### src/rtl/cla_pkg.sv
// ============================================================================
//  Module      : cla_pkg
//  Description : Shared limb width, sequencer state and result-limb record.
//  Revision    : 1.0
// ============================================================================
`default_nettype none

package cla_pkg;

    localparam int LIMB_W        = 32;
    localparam int MAX_LIMBS_DEF = 8;
    localparam int CNT_W         = $clog2(MAX_LIMBS_DEF + 1);

    typedef enum logic [0:0] {
        IDLE = 1'b0,
        BUSY = 1'b1
    } state_t;

    typedef struct packed {
        logic [LIMB_W-1:0] sum;
        logic              last;
        logic              cout;
        logic              ovf;
        logic [CNT_W-1:0]  cnt;
    } result_t;

endpackage

`default_nettype wire

### src/rtl/cla32.sv
// ============================================================================
//  Module      : cla32
//  Description : 32-bit carry-lookahead adder, 4-bit lookahead groups.
//  Revision    : 1.0
// ============================================================================
`default_nettype none

module cla32 (
    input  logic [31:0] a,
    input  logic [31:0] b,
    input  logic        cin,
    output logic [31:0] s,
    output logic        cout
);

    localparam int c_groups = 8;

    logic [31:0]         w_g;
    logic [31:0]         w_p;
    logic [31:0]         w_bc;
    logic [c_groups-1:0] w_grp_g;
    logic [c_groups-1:0] w_grp_p;
    logic [c_groups-1:0] w_gc;
    logic                w_cout;

    assign w_g = a & b;
    assign w_p = a ^ b;

    for (genvar i = 0; i < c_groups; i++) begin : g_grp
        logic [3:0] w_gg;
        logic [3:0] w_pp;
        logic       w_ci;

        assign w_gg = w_g[4*i +: 4];
        assign w_pp = w_p[4*i +: 4];
        assign w_ci = w_gc[i];

        assign w_bc[4*i]     = w_ci;
        assign w_bc[4*i + 1] = w_gg[0] | (w_pp[0] & w_ci);
        assign w_bc[4*i + 2] = w_gg[1] | (w_pp[1] & w_gg[0]) | (w_pp[1] & w_pp[0] & w_ci);
        assign w_bc[4*i + 3] = w_gg[2] | (w_pp[2] & w_gg[1]) | (w_pp[2] & w_pp[1] & w_gg[0])
                             | (w_pp[2] & w_pp[1] & w_pp[0] & w_ci);

        assign w_grp_g[i] = w_gg[3] | (w_pp[3] & w_gg[2]) | (w_pp[3] & w_pp[2] & w_gg[1])
                          | (w_pp[3] & w_pp[2] & w_pp[1] & w_gg[0]);
        assign w_grp_p[i] = &w_pp;
    end

    // Group carries chain through the per-group generate/propagate terms.
    always_comb begin
        logic c;
        c    = cin;
        w_gc = '0;
        for (int i = 0; i < c_groups; i++) begin
            w_gc[i] = c;
            c       = w_grp_g[i] | (w_grp_p[i] & c);
        end
        w_cout = c;
    end

    assign s    = w_p ^ w_bc;
    assign cout = w_cout;

endmodule

`default_nettype wire

### src/rtl/cla32_limb_seq.sv
// ============================================================================
//  Module      : cla32_limb_seq
//  Description : Multi-precision add/sub sequencer, one 32-bit limb per clock.
//  Revision    : 1.0
// ============================================================================
`default_nettype none

module cla32_limb_seq
    import cla_pkg::*;
#(
    parameter int W         = LIMB_W,
    parameter int MAX_LIMBS = MAX_LIMBS_DEF,
    parameter int CW        = $clog2(MAX_LIMBS + 1)
) (
    input  logic          clk,
    input  logic          rst,
    input  logic          in_valid,
    output logic          in_ready,
    input  logic [W-1:0]  in_a,
    input  logic [W-1:0]  in_b,
    input  logic          in_first,
    input  logic          in_last,
    input  logic          in_cin,
    input  logic          in_sub,
    output logic          out_valid,
    input  logic          out_ready,
    output logic [W-1:0]  out_sum,
    output logic          out_last,
    output logic          out_cout,
    output logic          out_ovf,
    output logic [CW-1:0] out_cnt,
    output logic          err
);

    state_t        r_state;
    logic          r_carry;
    logic          r_sub;
    logic [CW-1:0] r_cnt;
    result_t       r_res;
    logic          r_valid;
    logic          r_err;

    logic          w_accept;
    logic          w_start;
    logic          w_sub_e;
    logic [W-1:0]  w_b;
    logic          w_cin;
    logic [W-1:0]  w_s;
    logic          w_cout;
    logic          w_ovf;
    logic [CW-1:0] w_cnt_next;
    logic          w_err_now;

    assign in_ready = !r_valid || out_ready;
    assign w_accept = in_valid && in_ready;

    // A stray non-first limb in IDLE is still treated as the start of a packet.
    assign w_start  = in_first || (r_state == IDLE);
    assign w_sub_e  = w_start ? in_sub : r_sub;
    assign w_b      = w_sub_e ? ~in_b : in_b;
    assign w_cin    = w_start ? (w_sub_e ? 1'b1 : in_cin) : r_carry;

    cla32 u_cla32 (
        .a    (in_a),
        .b    (w_b),
        .cin  (w_cin),
        .s    (w_s),
        .cout (w_cout)
    );

    assign w_ovf = (in_a[W-1] == w_b[W-1]) && (w_s[W-1] != in_a[W-1]);

    assign w_cnt_next = w_start                   ? CW'(1)
                      : (r_cnt >= CW'(MAX_LIMBS)) ? CW'(MAX_LIMBS)
                      :                             r_cnt + CW'(1);

    assign w_err_now = w_accept &&
                       (((r_state == IDLE) && !in_first) ||
                        ((r_state == BUSY) &&  in_first) ||
                        ((w_cnt_next == CW'(MAX_LIMBS)) && !in_last));

    always_ff @(posedge clk or posedge rst) begin
        if (rst) begin
            r_state <= IDLE;
            r_carry <= 1'b0;
            r_sub   <= 1'b0;
            r_cnt   <= '0;
            r_res   <= '0;
            r_valid <= 1'b0;
            r_err   <= 1'b0;
        end else begin
            if (w_accept) begin
                r_res   <= '{sum: w_s, last: in_last, cout: w_cout, ovf: w_ovf,
                             cnt: CNT_W'(w_cnt_next)};
                r_valid <= 1'b1;
                r_carry <= w_cout;
                r_sub   <= w_sub_e;
                r_cnt   <= w_cnt_next;
                case (r_state)
                    IDLE:    r_state <= in_last ? IDLE : BUSY;
                    BUSY:    r_state <= in_last ? IDLE : BUSY;
                    default: r_state <= IDLE;
                endcase
            end else if (out_ready) begin
                r_valid <= 1'b0;
            end
            r_err <= r_err | w_err_now;
        end
    end

    assign out_valid = r_valid;
    assign out_sum   = r_res.sum;
    assign out_last  = r_res.last;
    assign out_cout  = r_res.cout;
    assign out_ovf   = r_res.ovf;
    assign out_cnt   = CW'(r_res.cnt);
    assign err       = r_err;

endmodule

`default_nettype wire

### config.mk
export PLATFORM = sky130hd
export DESIGN_NAME = cla32_limb_seq
export DESIGN_NICKNAME = d
export VERILOG_FILES = /design/src/rtl/cla_pkg.sv /design/src/rtl/cla32.sv /design/src/rtl/cla32_limb_seq.sv
export SDC_FILE = /design/constraint.sdc
export NUM_CORES = 1
export LEC_CHECK = 0
export BUFFER_PORTS_ARGS = -buffer_cell sky130_fd_sc_hd__buf_2
export CAP_MARGIN = 25
export CORE_MARGIN = 4
export CORE_UTILIZATION = 40
export CTS_CLUSTER_DIAMETER = 30
export DETAILED_ROUTE_END_ITERATION = 16
export GPL_ROUTABILITY_DRIVEN = 0
export MAX_ROUTING_LAYER = met4
export PLACE_DENSITY = 0.77
export SYNTH_ARGS = -nofsm -noshare
export SYNTH_HDL_FRONTEND = slang
export SYNTH_SLANG_ARGS = --single-unit
### constraint.sdc
create_clock -name clk -period 5.1 [get_ports clk]
set_clock_uncertainty 0.05 [all_clocks]
set_input_delay 1.02 -clock clk [delete_from_list [all_inputs] [get_ports clk]]
set_output_delay 1.02 -clock clk [all_outputs]
set_load 0.02 [all_outputs]
==> Yosys cells after proc, flatten, opt, wreduce, memory -nomap -nowiden <==
Index checks and enable logic that the tools add are counted.
{ "op_classes": {"add_sub_neg": 1, "order_cmp": 1, "n_eq_ne": 3, "n_mux": 9, "bitwise": 206, "reduce_logical": 22} }
{ "ops": {"columns": ["op", "n"], "rows": [
  ["$and A1 B1 Y1", 120],
  ["$or A1 B1 Y1", 81],
  ["$xor A32 B32 Y32", 2],
  ["$and A32 B32 Y32", 1],
  ["$mux W32", 1],
  ["$not A32 Y32", 1],
  ["$reduce_and A4 Y1", 8],
  ["$mux W4", 2],
  ["$logic_and A1 B1 Y1", 6],
  ["$mux W1", 6],
  ["$add A4 B1 Y4 const B", 1],
  ["$eq A4 B4 Y1 const B", 1],
  ["$ge A4 B4 Y1 const B", 1],
  ["$logic_or A1 B1 Y1", 4],
  ["$logic_not A1 Y1", 3],
  ["$reduce_bool A2 Y1", 1],
  ["$eq A1 B1 Y1", 1],
  ["$ne A1 B1 Y1", 1],
  ["$not A1 Y1", 1]
]} }
{ "totals": {"reg_bits": 43, "output_inout_bits": 42, "word_cells": 251} }

==> Depth between registers and ports, before layout <==
Gate-level depths: netlist (run 1).
{ "logic_depth": {"depth_word": 27, "depth_mapped": 17, "mapped_depth_nobuf": 16} }

==> Hierarchy <==
From an unflattened synthesis (run 1), not the netlist that was laid out.
{ "unflattened": {"hier_cells": 320, "area_unflattened_um2": 3393.3} }
{ "modules_own_cells": {"columns": ["module", "instances", "cells_each", "area_each_um2", "seq_area_each_um2"], "rows": [
  ["cla32_limb_seq", 1, 158, 2037.0, 1076.0],
  ["cla32", 1, 162, 1356.3, 0.0]
]} }

==> Worst setup path before layout (run 1) <==
Ideal clock, no wire load.
{ "synth_path": {"kind": "input-to-reg", "startpoint": "input port in_first", "endpoint": "register r_res, in the netlist out_sum[20]", "arrival_time_ps": 4725, "required_ps": 4967, "path_slack_ps": 242, "cell_stages": 16, "n_path_buf": 1, "cell_sequence": "inv_1 > ha_1 > mux2i_1 > clkbuf_1 > xnor2_1 > ha_1 > a21o_1 > a41o_4 > o311ai_4 > a21oi_1 > o21a_1 > o211ai_1 > a21boi_0 > nor2_1 > fa_1 > o21ai_0"} }
{ "synth_via": {"elab_chain_cells": 18, "elab_cells_between_ends": 63, "cone_classes": "mux: 4; bitwise: 53; reduce/logical: 6"} }
{ "synth_lines": {"columns": ["item", "line", "text"], "rows": [
  ["start, declared", "cla32_limb_seq.sv:21", "input logic in_first,"],
  ["$logic_or A1 B1 Y1 *", "cla32_limb_seq.sv:58", "assign w_start = in_first || (r_state == IDLE);"],
  ["$mux W1", "cla32_limb_seq.sv:59", "assign w_sub_e = w_start ? in_sub : r_sub;"],
  ["$mux W32", "cla32_limb_seq.sv:60", "assign w_b = w_sub_e ? ~in_b : in_b;"],
  ["$xor A32 B32 Y32 or $and A32 B32 Y32 (tied branches)", "cla32.sv:27, cla32.sv:26", null],
  ["$and A1 B1 Y1, on equally long branches", "cla32.sv:44, cla32.sv:45", null],
  ["$or A1 B1 Y1, or another cell as far along", "cla32.sv:44", "assign w_grp_g[i] = w_gg[3] | (w_pp[3] & w_gg[2]) | (w_pp[3] & w_pp[2] & w_gg[1])"],
  ["$or A1 B1 Y1 or $and A1 B1 Y1 (tied branches)", "cla32.sv:44, cla32.sv:45", null],
  ["$or A1 B1 Y1", "cla32.sv:45", "| (w_pp[3] & w_pp[2] & w_pp[1] & w_gg[0]);"],
  ["[2 not listed]", null, null],
  ["$or A1 B1 Y1", "cla32.sv:56", "c = w_grp_g[i] | (w_grp_p[i] & c);"],
  ["$and A1 B1 Y1", "cla32.sv:56", null],
  ["$or A1 B1 Y1", "cla32.sv:56", null],
  ["$and A1 B1 Y1", "cla32.sv:56", null],
  ["$or A1 B1 Y1", "cla32.sv:56", null],
  ["$and A1 B1 Y1", "cla32.sv:56", null],
  ["$or A1 B1 Y1", "cla32.sv:56", null],
  ["$xor A32 B32 Y32 *", "cla32.sv:61", "assign s = w_p ^ w_bc;"],
  ["end signal, assigned", "cla32_limb_seq.sv:93", "r_res <= '{sum: w_s, last: in_last, cout: w_cout, ovf: w_ovf,"],
  ["end, declared", "cla32_limb_seq.sv:39", "result_t r_res;"]
]} }
Mark *: on every way between the ends. The rest lies on a longest branch, timed or not.
A chain may end at the register's enable or synchronous reset.

==> Worst setup path after layout (run 1) <==
{ "layout_path": {"startpoint": "input port in_first", "endpoint": "register r_res, in the netlist out_sum[21]"} }
{ "layout_via": {"elab_chain_cells": 20, "elab_cells_between_ends": 65, "cone_classes": "mux: 4; bitwise: 55; reduce/logical: 6"} }
{ "layout_lines": {"columns": ["item", "line", "text"], "rows": [
  ["$logic_or A1 B1 Y1 *", "cla32_limb_seq.sv:58", null],
  ["$mux W1", "cla32_limb_seq.sv:59", null],
  ["$mux W32", "cla32_limb_seq.sv:60", null],
  ["$xor A32 B32 Y32 or $and A32 B32 Y32 (tied branches)", "cla32.sv:27, cla32.sv:26", null],
  ["$and A1 B1 Y1, on equally long branches", "cla32.sv:44, cla32.sv:45", null],
  ["$or A1 B1 Y1, or another cell as far along", "cla32.sv:44", null],
  ["$or A1 B1 Y1 or $and A1 B1 Y1 (tied branches)", "cla32.sv:44, cla32.sv:45", null],
  ["$or A1 B1 Y1", "cla32.sv:45", null],
  ["[4 not listed]", null, null],
  ["$or A1 B1 Y1", "cla32.sv:56", null],
  ["$and A1 B1 Y1", "cla32.sv:56", null],
  ["$or A1 B1 Y1", "cla32.sv:56", null],
  ["$and A1 B1 Y1", "cla32.sv:56", null],
  ["$or A1 B1 Y1", "cla32.sv:56", null],
  ["$and A1 B1 Y1", "cla32.sv:39", "assign w_bc[4*i + 1] = w_gg[0] | (w_pp[0] & w_ci);"],
  ["$or A1 B1 Y1", "cla32.sv:39", null],
  ["$xor A32 B32 Y32 *", "cla32.sv:61", null]
]} }
Marks and branches as above.

==> flow_summary.toml, run 1 <==
[cts]
ctsHoldBuffers = 0
cts_htree_levels = 2
cts.sinks = 43
post_cts_resized = 0
cts_tree = "yes"
cts.path.max_buffers = 2
numCtsBuffers = 5
clock_latency_ns = 0.29
clkTransAtPathRegs_ns = 0.08
clock-root-buffer = "clkbuf_8"
postCtsSetupRepairBufs = 0

[finish]
fin_nets = 598
antennaDiodeCount = 0
regArea_mm2 = 0.00108
nFillCells = 805
final_cells = 589
fin_util_pct = 51.2
areaGrowthSynthToFinish_pct = 23.9
drive_gt1_share_pct = 27.5
multi_input_area_mm2 = 0.00222

[placement]
port_buffers = 113
dpl.hpwl_um = 6870
placed_cells = 580

[logic_synthesis]
yosysSeqAreaShare_pct = 31.5
synth_edf_count = 0
synthesis.nets = 486
synth_area_mm2 = 0.00342
synth_top_flop_cell = "dfrtp_1"
ys_ff_latch = 43
syn_avg_cell_area_um2 = 9.21
yosysWarnings = 0
ys_async_sr_fraction_pct = 100
synth_cell_types = 44
synth_cells = 371

[pwr]
power_density_mw_per_mm2 = 349
p_leak_uw = 0.00208
peakVddDrop_uv = 116

[sta]
worstMarginPinSlew_ns = 0.581
period_share_pct = 89.7
slew_headroom_pct = 61.1
setup_violations = 0
rsz0062_at_grt = "false"
fin_setup_tns_ns = 0
drv_slew = 0
hold_violations = 0
fmax_ghz = 0.218
min_period_ns = 4.58

[detailed_routing]
drc = 0
wire_per_inst_um = 14.0
drt_iter0_drc = 85
vias_per_cell = 4.99
ant_nets = 0
dr.pass1.iters = 4
vias = 2937
wirelength_um = 8240

[worst_setup_path]
worstPathArrival_ns = 4.74
slowest_delay_ns = 0.40
cpMaxStageDelayCell = "fa_1"
path_cells = "buf_2, inv_1, ha_1, mux2i_4, buf_12, xnor2_1, ha_1, a21oi_1, o21ai_0, a31oi_1, a21oi_1, o21a_1, o211ai_1, a21boi_0, nor2_1, fa_1, xor2_1, o21ai_0"
crit_path_end_kind = "flip-flop"
cp_data_required_time_ns = 5.26
crit_type = "input pin to flip-flop"
start_kind = "input pin"
worst-path-max-fanout = 20

[die]
die-area_mm2 = 0.0101
die_h_um = 100
pin_count = 114
rows = 33
initial_core_util_pct = 41.4
core-area_mm2 = 0.00826
die_x_um = 100

[job]
cap_violations = 0

[worst_hold_path]
hold_path_class = "flip-flop to flip-flop"

[global_route]
grt_max_degree = 44
antenna_found_initial = 0
grt_pass1_wl_um = 13700
gr-total-overflow = 0
grt_pass1_vias = 2983
track_usage_pct = 17.2

[run_status]
status = "complete, no violations"
## metal layers
layer	up-vias	global-route usage (%)	wire length (um)
li1	1516	-	-
met1	1324	22.4	3770
met2	85	28.4	3950
met3	12	2.36	402
met4	0	4.35	112
met5	-	-	0
## power breakdown
| group | total [uW] | switching (uW) | internal, uW | leakage, uW |
|---|---|---|---|---|
| sequential | 494 | 56.1 | 438 | 0.000526 |
| combinational | 774 | 459 | 315 | 0.00151 |
| clock | 209 | 113 | 96.3 | 0.0000422 |
## layout make-up
cell class                 count  share of cell area, %
clock buffer                   7                   1.80
clock inverter                 1                  0.118
inverter                      23                   2.04
multi-input combinational    293                   52.5
sequential                    43                   25.4
tap                          105                   3.10
timing repair buffer         117                   15.0
## registers in the layout, summed over array words and instances, names as in the netlist
name and cells:
out_sum 32, out_ovf 1, out_cnt 4, out_last 1, out_cout 1, r_sub 1
r_state 1, err 1, out_valid 1
## kinds of logic after synthesis
logic type      count (synthesis)  synth area share, %
compound gates                101                 20.5
simple gates                  100                 14.1
xor+xnor                       48                 12.3
fa+ha+maj                      43                 17.5
flops                          43                 31.5
buf+inv                        35                 3.85
mux                             1                0.293
## placed cells by master, fill, tap and decap left out, types with 2 or more instances in the layout
cell type  synthesis  layout
nor3b_1            3       3
nand2_1           49      48
a211o_1            2       2
a21oi_1           17      17
nor2b_1            3       3
buf_2              0     113
buf_12             0       3
dfrtp_1           43      43
nand3_1            6       6
inv_1             23      22
a211oi_1           4       4
ha_1              35      35
o21ai_0           39      39
xor2_1            11      11
a21boi_0           2       2
nand2b_1           8       8
fa_1               8       8
nand4_1            4       4
clkbuf_8           0       5
clkbuf_1          12       2
nor2_1            10      10
o211ai_1           3       3
and3_1             5       5
a21o_1             3       3
nor3_1             4       4
o31a_1             2       2
and2_1             2       2
xnor2_1           37      37
a31oi_1            2       2
o31ai_1            6       6
o21a_1            12      12
## path summary, 6_finish.rpt
check / startpoint / endpoint / slack (ns) / cells after the start
worst min-delay path: out_sum[23] / out_sum[23] / 0.43 / 2
worst max register to register: r_state / out_sum[21] / 1.03 / 16
max in group asynchronous: rst / out_sum[10] / 4.08 / 3
min in group asynchronous: rst / err / 0.51 / 2
worst min register to register: out_sum[23] / out_sum[23] / 0.43 / 2
worst max-delay path: in_first / out_sum[21] / 0.52 / 18
## per-stage QoR
stage	hold slack [ns]	instance area, um^2	total power [uW]	worst slack (ns)
final	0.432	4230	1480	0.523
after CTS	0.437	4210	1500	0.550
after floorplan	0.400	3420	1030	0.242
after detailed placement	0.419	4130	1280	0.229
after global placement	0.393	4110	1250	0.393
after global routing	0.456	4230	1600	0.153
## cell usage after synthesis, drive strengths merged (3+ instances only)
cell type,instances,share of area [%]
a211oi,4,0.88
fa,8,4.7
nand4,4,0.73
nor3,4,0.59
o211ai,4,1.3
nand2b,8,1.5
a21o,4,1.1
o31ai,6,1.3
clkbuf,12,1.3
nor2,10,1.1
o21ai,39,5.7
nand3,6,0.88
and3,5,0.92
nor2b,3,0.55
nor3b,3,0.66
xnor2,37,9.5
o21a,12,2.6
dfrtp,43,32
xor2,11,2.8
inv,23,2.5
ha,35,13
a21oi,17,2.5
nand2,49,5.4
## worst max-delay path: cells and delay by family
kind / cells / cell delay (ns)
compound gates: 8 / 1.58
xor+xnor: 2 / 0.23
fa+ha+maj: 3 / 1.06
buf+inv: 3 / 0.36
mux: 1 / 0.38
simple gates: 1 / 0.09
(Power assumes the default switching activity.)
==> run 2: changes to the inputs <==
- BUFFER_PORTS_ARGS: -buffer_cell sky130_fd_sc_hd__buf_2 -> -buffer_cell sky130_fd_sc_hd__buf_4
- CAP_MARGIN: 25 -> 20
==> run 2 against run 1 <==
Compared with the run above: combinational power up 9.3%; hold slack worse by 0.00097 ns; first-iteration DRC count up 20%; utilization up 3.2 points; design area up 6.2%; die area unchanged; setup slack better by 0.012 ns; routed wire length up 3.2%; non-clock buffer count down 1; flip-flop and latch count unchanged; largest cell class unchanged; largest power group unchanged.
==> flow_summary.toml, run 2 (synthesis gave the netlist of run 1 again) <==
[global_route]
grt_pass1_wl_um = 13800
grt_max_degree = 44
track_usage_pct = 17.2
antenna_found_initial = 0
grt_pass1_vias = 2973
gr-total-overflow = 0

[sta]
period_share_pct = 89.5
fmax_ghz = 0.219
fin_setup_tns_ns = 0
worstMarginPinSlew_ns = 0.899
setup_violations = 0
fin_ws_ns = 0.535
drv_slew = 0
hold_violations = 0
slew_headroom_pct = 40.0
rsz0062_at_grt = "false"
min_period_ns = 4.57

[job]
cap_violations = 0

[detailed_routing]
ant_nets = 0
wire_per_inst_um = 14.5
vias = 3017
drt_iter0_drc = 102
wirelength_um = 8500
dr.pass1.iters = 5
vias_per_cell = 5.13
drc = 0

[finish]
final_common_cell = "buf_4"
antennaDiodeCount = 0
layout_common_cells = "buf_4 (114), nand2_1 (48), dfrtp_1 (43)"
fin_nets = 597
areaGrowthSynthToFinish_pct = 31.6
final_cells = 588
nFillCells = 797
drive_gt1_share_pct = 27.3
largest_register_ffs = 32

[cts]
cts.path.max_buffers = 2
postCtsSetupRepairBufs = 0
cts_tree = "yes"
cts_htree_levels = 2
clock-root-buffer = "clkbuf_8"
numCtsBuffers = 5
ctsHoldBuffers = 0
cts.sinks = 43
clock_latency_ns = 0.29
clkTransAtPathRegs_ns = 0.08
post_cts_resized = 0

[placement]
dpl.hpwl_um = 7000
dp_slack_ns = 0.247
port_buffers = 113
placed_cells = 580

[pwr]
p_seq_share_pct = 31.9
p_leak_uw = 0.00216
peakVddDrop_uv = 125
power_density_mw_per_mm2 = 346
clkPwrFrac_pct = 13.7
internal_power_uw = 917
netSwitchingPower_uw = 638
pwr-share-comb_pct = 54.4
switching_share_pct = 41.0

[die]
die_h_um = 100
die-area_mm2 = 0.0101
initial_core_util_pct = 41.4
rows = 33
pin_count = 114
die_x_um = 100
core-area_mm2 = 0.00826

[worst_setup_path]
worst-path-max-fanout = 21
crit_type = "input pin to flip-flop"
worstPathArrival_ns = 4.73
cp_data_required_time_ns = 5.26
crit_path_end_kind = "flip-flop"
start_kind = "input pin"

[run_status]
status = "complete, no violations"

[worst_hold_path]
hold_path_class = "flip-flop to flip-flop"
## run 2: cell types whose count changed in the layout (fill, tap and decap cells not counted), sizes merged
cell / change
buf: -1
## run 2: final cells by class
type,count,area (um^2),area share (%)
tap,105,131,2.92
sequential,43,1080,23.9
clock inverter,1,5.00,0.111
timing repair buffer,116,896,19.9
multi-input combinational,293,2220,49.5
clock buffer,7,76.3,1.70
inverter,23,86.3,1.92
## run 2: per-stage QoR
step	utilization [%]	hold WS [ns]	cell area (um^2)	total power, uW
floorplan	-	0.400	3420	1030
global placement	53.2	0.401	4390	1320
detailed placement	53.4	0.419	4410	1360
CTS	54.4	0.439	4490	1580
global route	54.4	0.455	4490	1680
finish	54.4	0.431	4490	1560
## run 2: worst max-delay path: stages
cell and delay [ns]:
buf_4 0.11, inv_1 0.05, ha_1 0.32, mux2i_4 0.35, buf_12 0.22, xnor2_1 0.15
ha_1 0.31, a21oi_1 0.15, o21ai_0 0.15, a31oi_1 0.38, a21oi_1 0.17, o21a_1 0.22
o211ai_1 0.24, a21boi_0 0.16, nor2_1 0.15, fa_1 0.42, o21ai_0 0.16
## run 2: path summary, 6_finish.rpt
path                       depth (start not counted)  startpoint           to  slack, ns
max                                               17    in_first  out_sum[20]       0.53
min                                                2    out_last     out_last       0.43
min in group asynchronous                          2         rst          err       0.87
max in group asynchronous                          2         rst   out_sum[9]       3.56
max reg2reg                                       15     r_state  out_sum[20]       1.05
min reg2reg                                        2    out_last     out_last       0.43
## run 2: routing by layer
metal  share of wire, %  track usage [%]  up-vias  wire length [um]
li1                   -                -     1509                 -
met1                 43             21.7     1378              3670
met2                 50             28.8      113              4210
met3                5.6             2.29       17               473
met4                1.8             5.18        0               150
met5                  0                -        -                 0
## run 2: power groups by stage
stage	sequential [uW]	clock, uW	combinational [uW]
2_1_floorplan	613	0	420
3_3_place_gp	502	0	822
3_5_place_dp	505	0	853
4_1_cts	499	222	854
5_1_grt	509	236	933
6_report	496	213	846
==> run 3: changes to the inputs <==
- RECOVER_POWER: not set -> 100
==> run 3 against run 2 <==
Compared with the run above: largest cell class unchanged; utilization is 2.4 points lower; critical path depth did not move; first-iteration DRC count is 9.8% lower; clock-buffer cell count unchanged; critical path type unchanged; the flow now finishes with violations (capacitance limit, slew limit); combinational power shrank 11%; setup slack worse by 0.013 ns.
==> flow_summary.toml, run 3 (synthesis gave the netlist of run 1 again) <==
[run_status]
status = "complete, but fails checks"
violations = "capacitance limit, slew limit"

[finish]
antennaDiodeCount = 0
nFillCells = 851
final_common_cell = "buf_4"
largest_register_ffs = 32
drive_gt1_share_pct = 17.6
areaGrowthSynthToFinish_pct = 25.7
final_cell_area_mm2 = 0.00429
layout_common_cells = "buf_4 (69), nand2_1 (49), clkbuf_1 (45)"
fin_nets = 597

[worst_setup_path]
worstPathArrival_ns = 4.72
crit_type = "input pin to flip-flop"
cp_data_required_time_ns = 5.24
worst-path-max-fanout = 21
r2r_slack_ns = 1.04
reg2reg_depth = 15
crit_path_end_kind = "flip-flop"
endpoint = "out_sum[20]"
cp-startpoint = "in_first"
start_kind = "input pin"
reg2reg_to = "out_sum[20]"
rr_startpoint = "r_state"

[sta]
slew_headroom_pct = -9.25
worstMarginPinSlew_ns = 1.64
setup_violations = 0
drv_slew = 88
fin_ws_ns = 0.522
fin_setup_tns_ns = 0
rsz0062_at_grt = "false"
fmax_ghz = 0.218
hold_violations = 0
period_share_pct = 89.8
min_period_ns = 4.58

[placement]
port_buffers = 113
dpl.hpwl_um = 7000
place_area_mm2 = 0.00441
dp_slack_ns = 0.247

[cts]
cts_tree = "yes"
cts.sinks = 43
post_cts_resized = 0
ctsHoldBuffers = 0
clock-root-buffer = "clkbuf_8"
cts_htree_levels = 2
cts.path.max_buffers = 2
postCtsSetupRepairBufs = 0
clkTransAtPathRegs_ns = 0.08
clock_latency_ns = 0.29
numCtsBuffers = 5

[detailed_routing]
wire_per_inst_um = 14.6
drt_iter0_drc = 92
vias_per_cell = 5.10
wirelength_um = 8560
ant_nets = 0
dr.pass1.iters = 7
vias = 2996
drc = 0

[die]
pin_count = 114
initial_core_util_pct = 41.4
rows = 33
die_x_um = 100
core-area_mm2 = 0.00826
die_h_um = 100
die-area_mm2 = 0.0101

[global_route]
gr-total-overflow = 0
grt_max_degree = 44
track_usage_pct = 17.2
antenna_found_initial = 0
grt_pass1_vias = 2973
grt_pass1_wl_um = 13800

[pwr]
p_leak_uw = 0.00198
peakVddDrop_uv = 118
finalPower_uw = 1470
power_density_mw_per_mm2 = 341

[job]
cap_violations = 2

[worst_hold_path]
hold_path_class = "flip-flop to flip-flop"
-- run 3: changes by cell type in the layout (fill, tap and decap cells not counted), sizes merged --
cell and delta:
buf -46, clkbuf +46
-- run 3: cell type report --
cell class	instances	area (um^2)	share of cell area, %
clock buffers	7	76.3	1.78
inverters	23	86.3	2.01
repair buffers	116	722	16.8
multi-input cells	293	2200	51.2
flip-flops and latches	43	1080	25.1
clock inverters	1	5.00	0.117
well taps	105	131	3.06
-- run 3: metrics by stage --
stage / instances / util (%) / hold WS, ns
floorplan: 371 / - / 0.400
global placement: 579 / 53.2 / 0.401
detailed placement: 580 / 53.4 / 0.419
CTS: 588 / 54.4 / 0.439
global route: 588 / 52.0 / 0.453
finish: 588 / 52.0 / 0.431
-- run 3: critical path: stages --
cell,delay [ns]
clkbuf_4,0.11
inv_1,0.05
ha_1,0.32
mux2i_4,0.35
buf_12,0.22
xnor2_1,0.15
ha_1,0.31
a21oi_1,0.15
o21ai_0,0.15
a31oi_1,0.38
a21oi_1,0.16
o21a_1,0.22
o211ai_1,0.24
a21boi_0,0.16
nor2_1,0.15
fa_1,0.42
o21ai_0,0.16
-- run 3: routing by layer --
layer  global-route usage, %  wire length (um)  vias to the layer above
met2                    28.8              4190                      112
met5                       -                 0                        -
met1                    21.7              3680                     1358
met4                    5.18               154                        0
li1                        -                 -                     1509
met3                    2.29               529                       17
-- run 3: how the worst min path moves through the flow --
| stage | from | end | slack, ns | cells past startpoint |
|---|---|---|---|---|
| finish | out_last | out_last | 0.43 | 2 |
| global route | out_sum[4] | out_sum[4] | 0.45 | 2 |
| global placement | err | err | 0.40 | 1 |
| floorplan | r_sub | r_sub | 0.40 | 2 |
| CTS | out_last | out_last | 0.44 | 2 |
| detailed placement | out_last | out_last | 0.42 | 2 |
-- run 3: power breakdown --
group	leakage (uW)	switching (uW)	internal, uW
combinational	0.00141	460	296
sequential	0.000526	57.2	438
clock	0.0000422	117	96.4
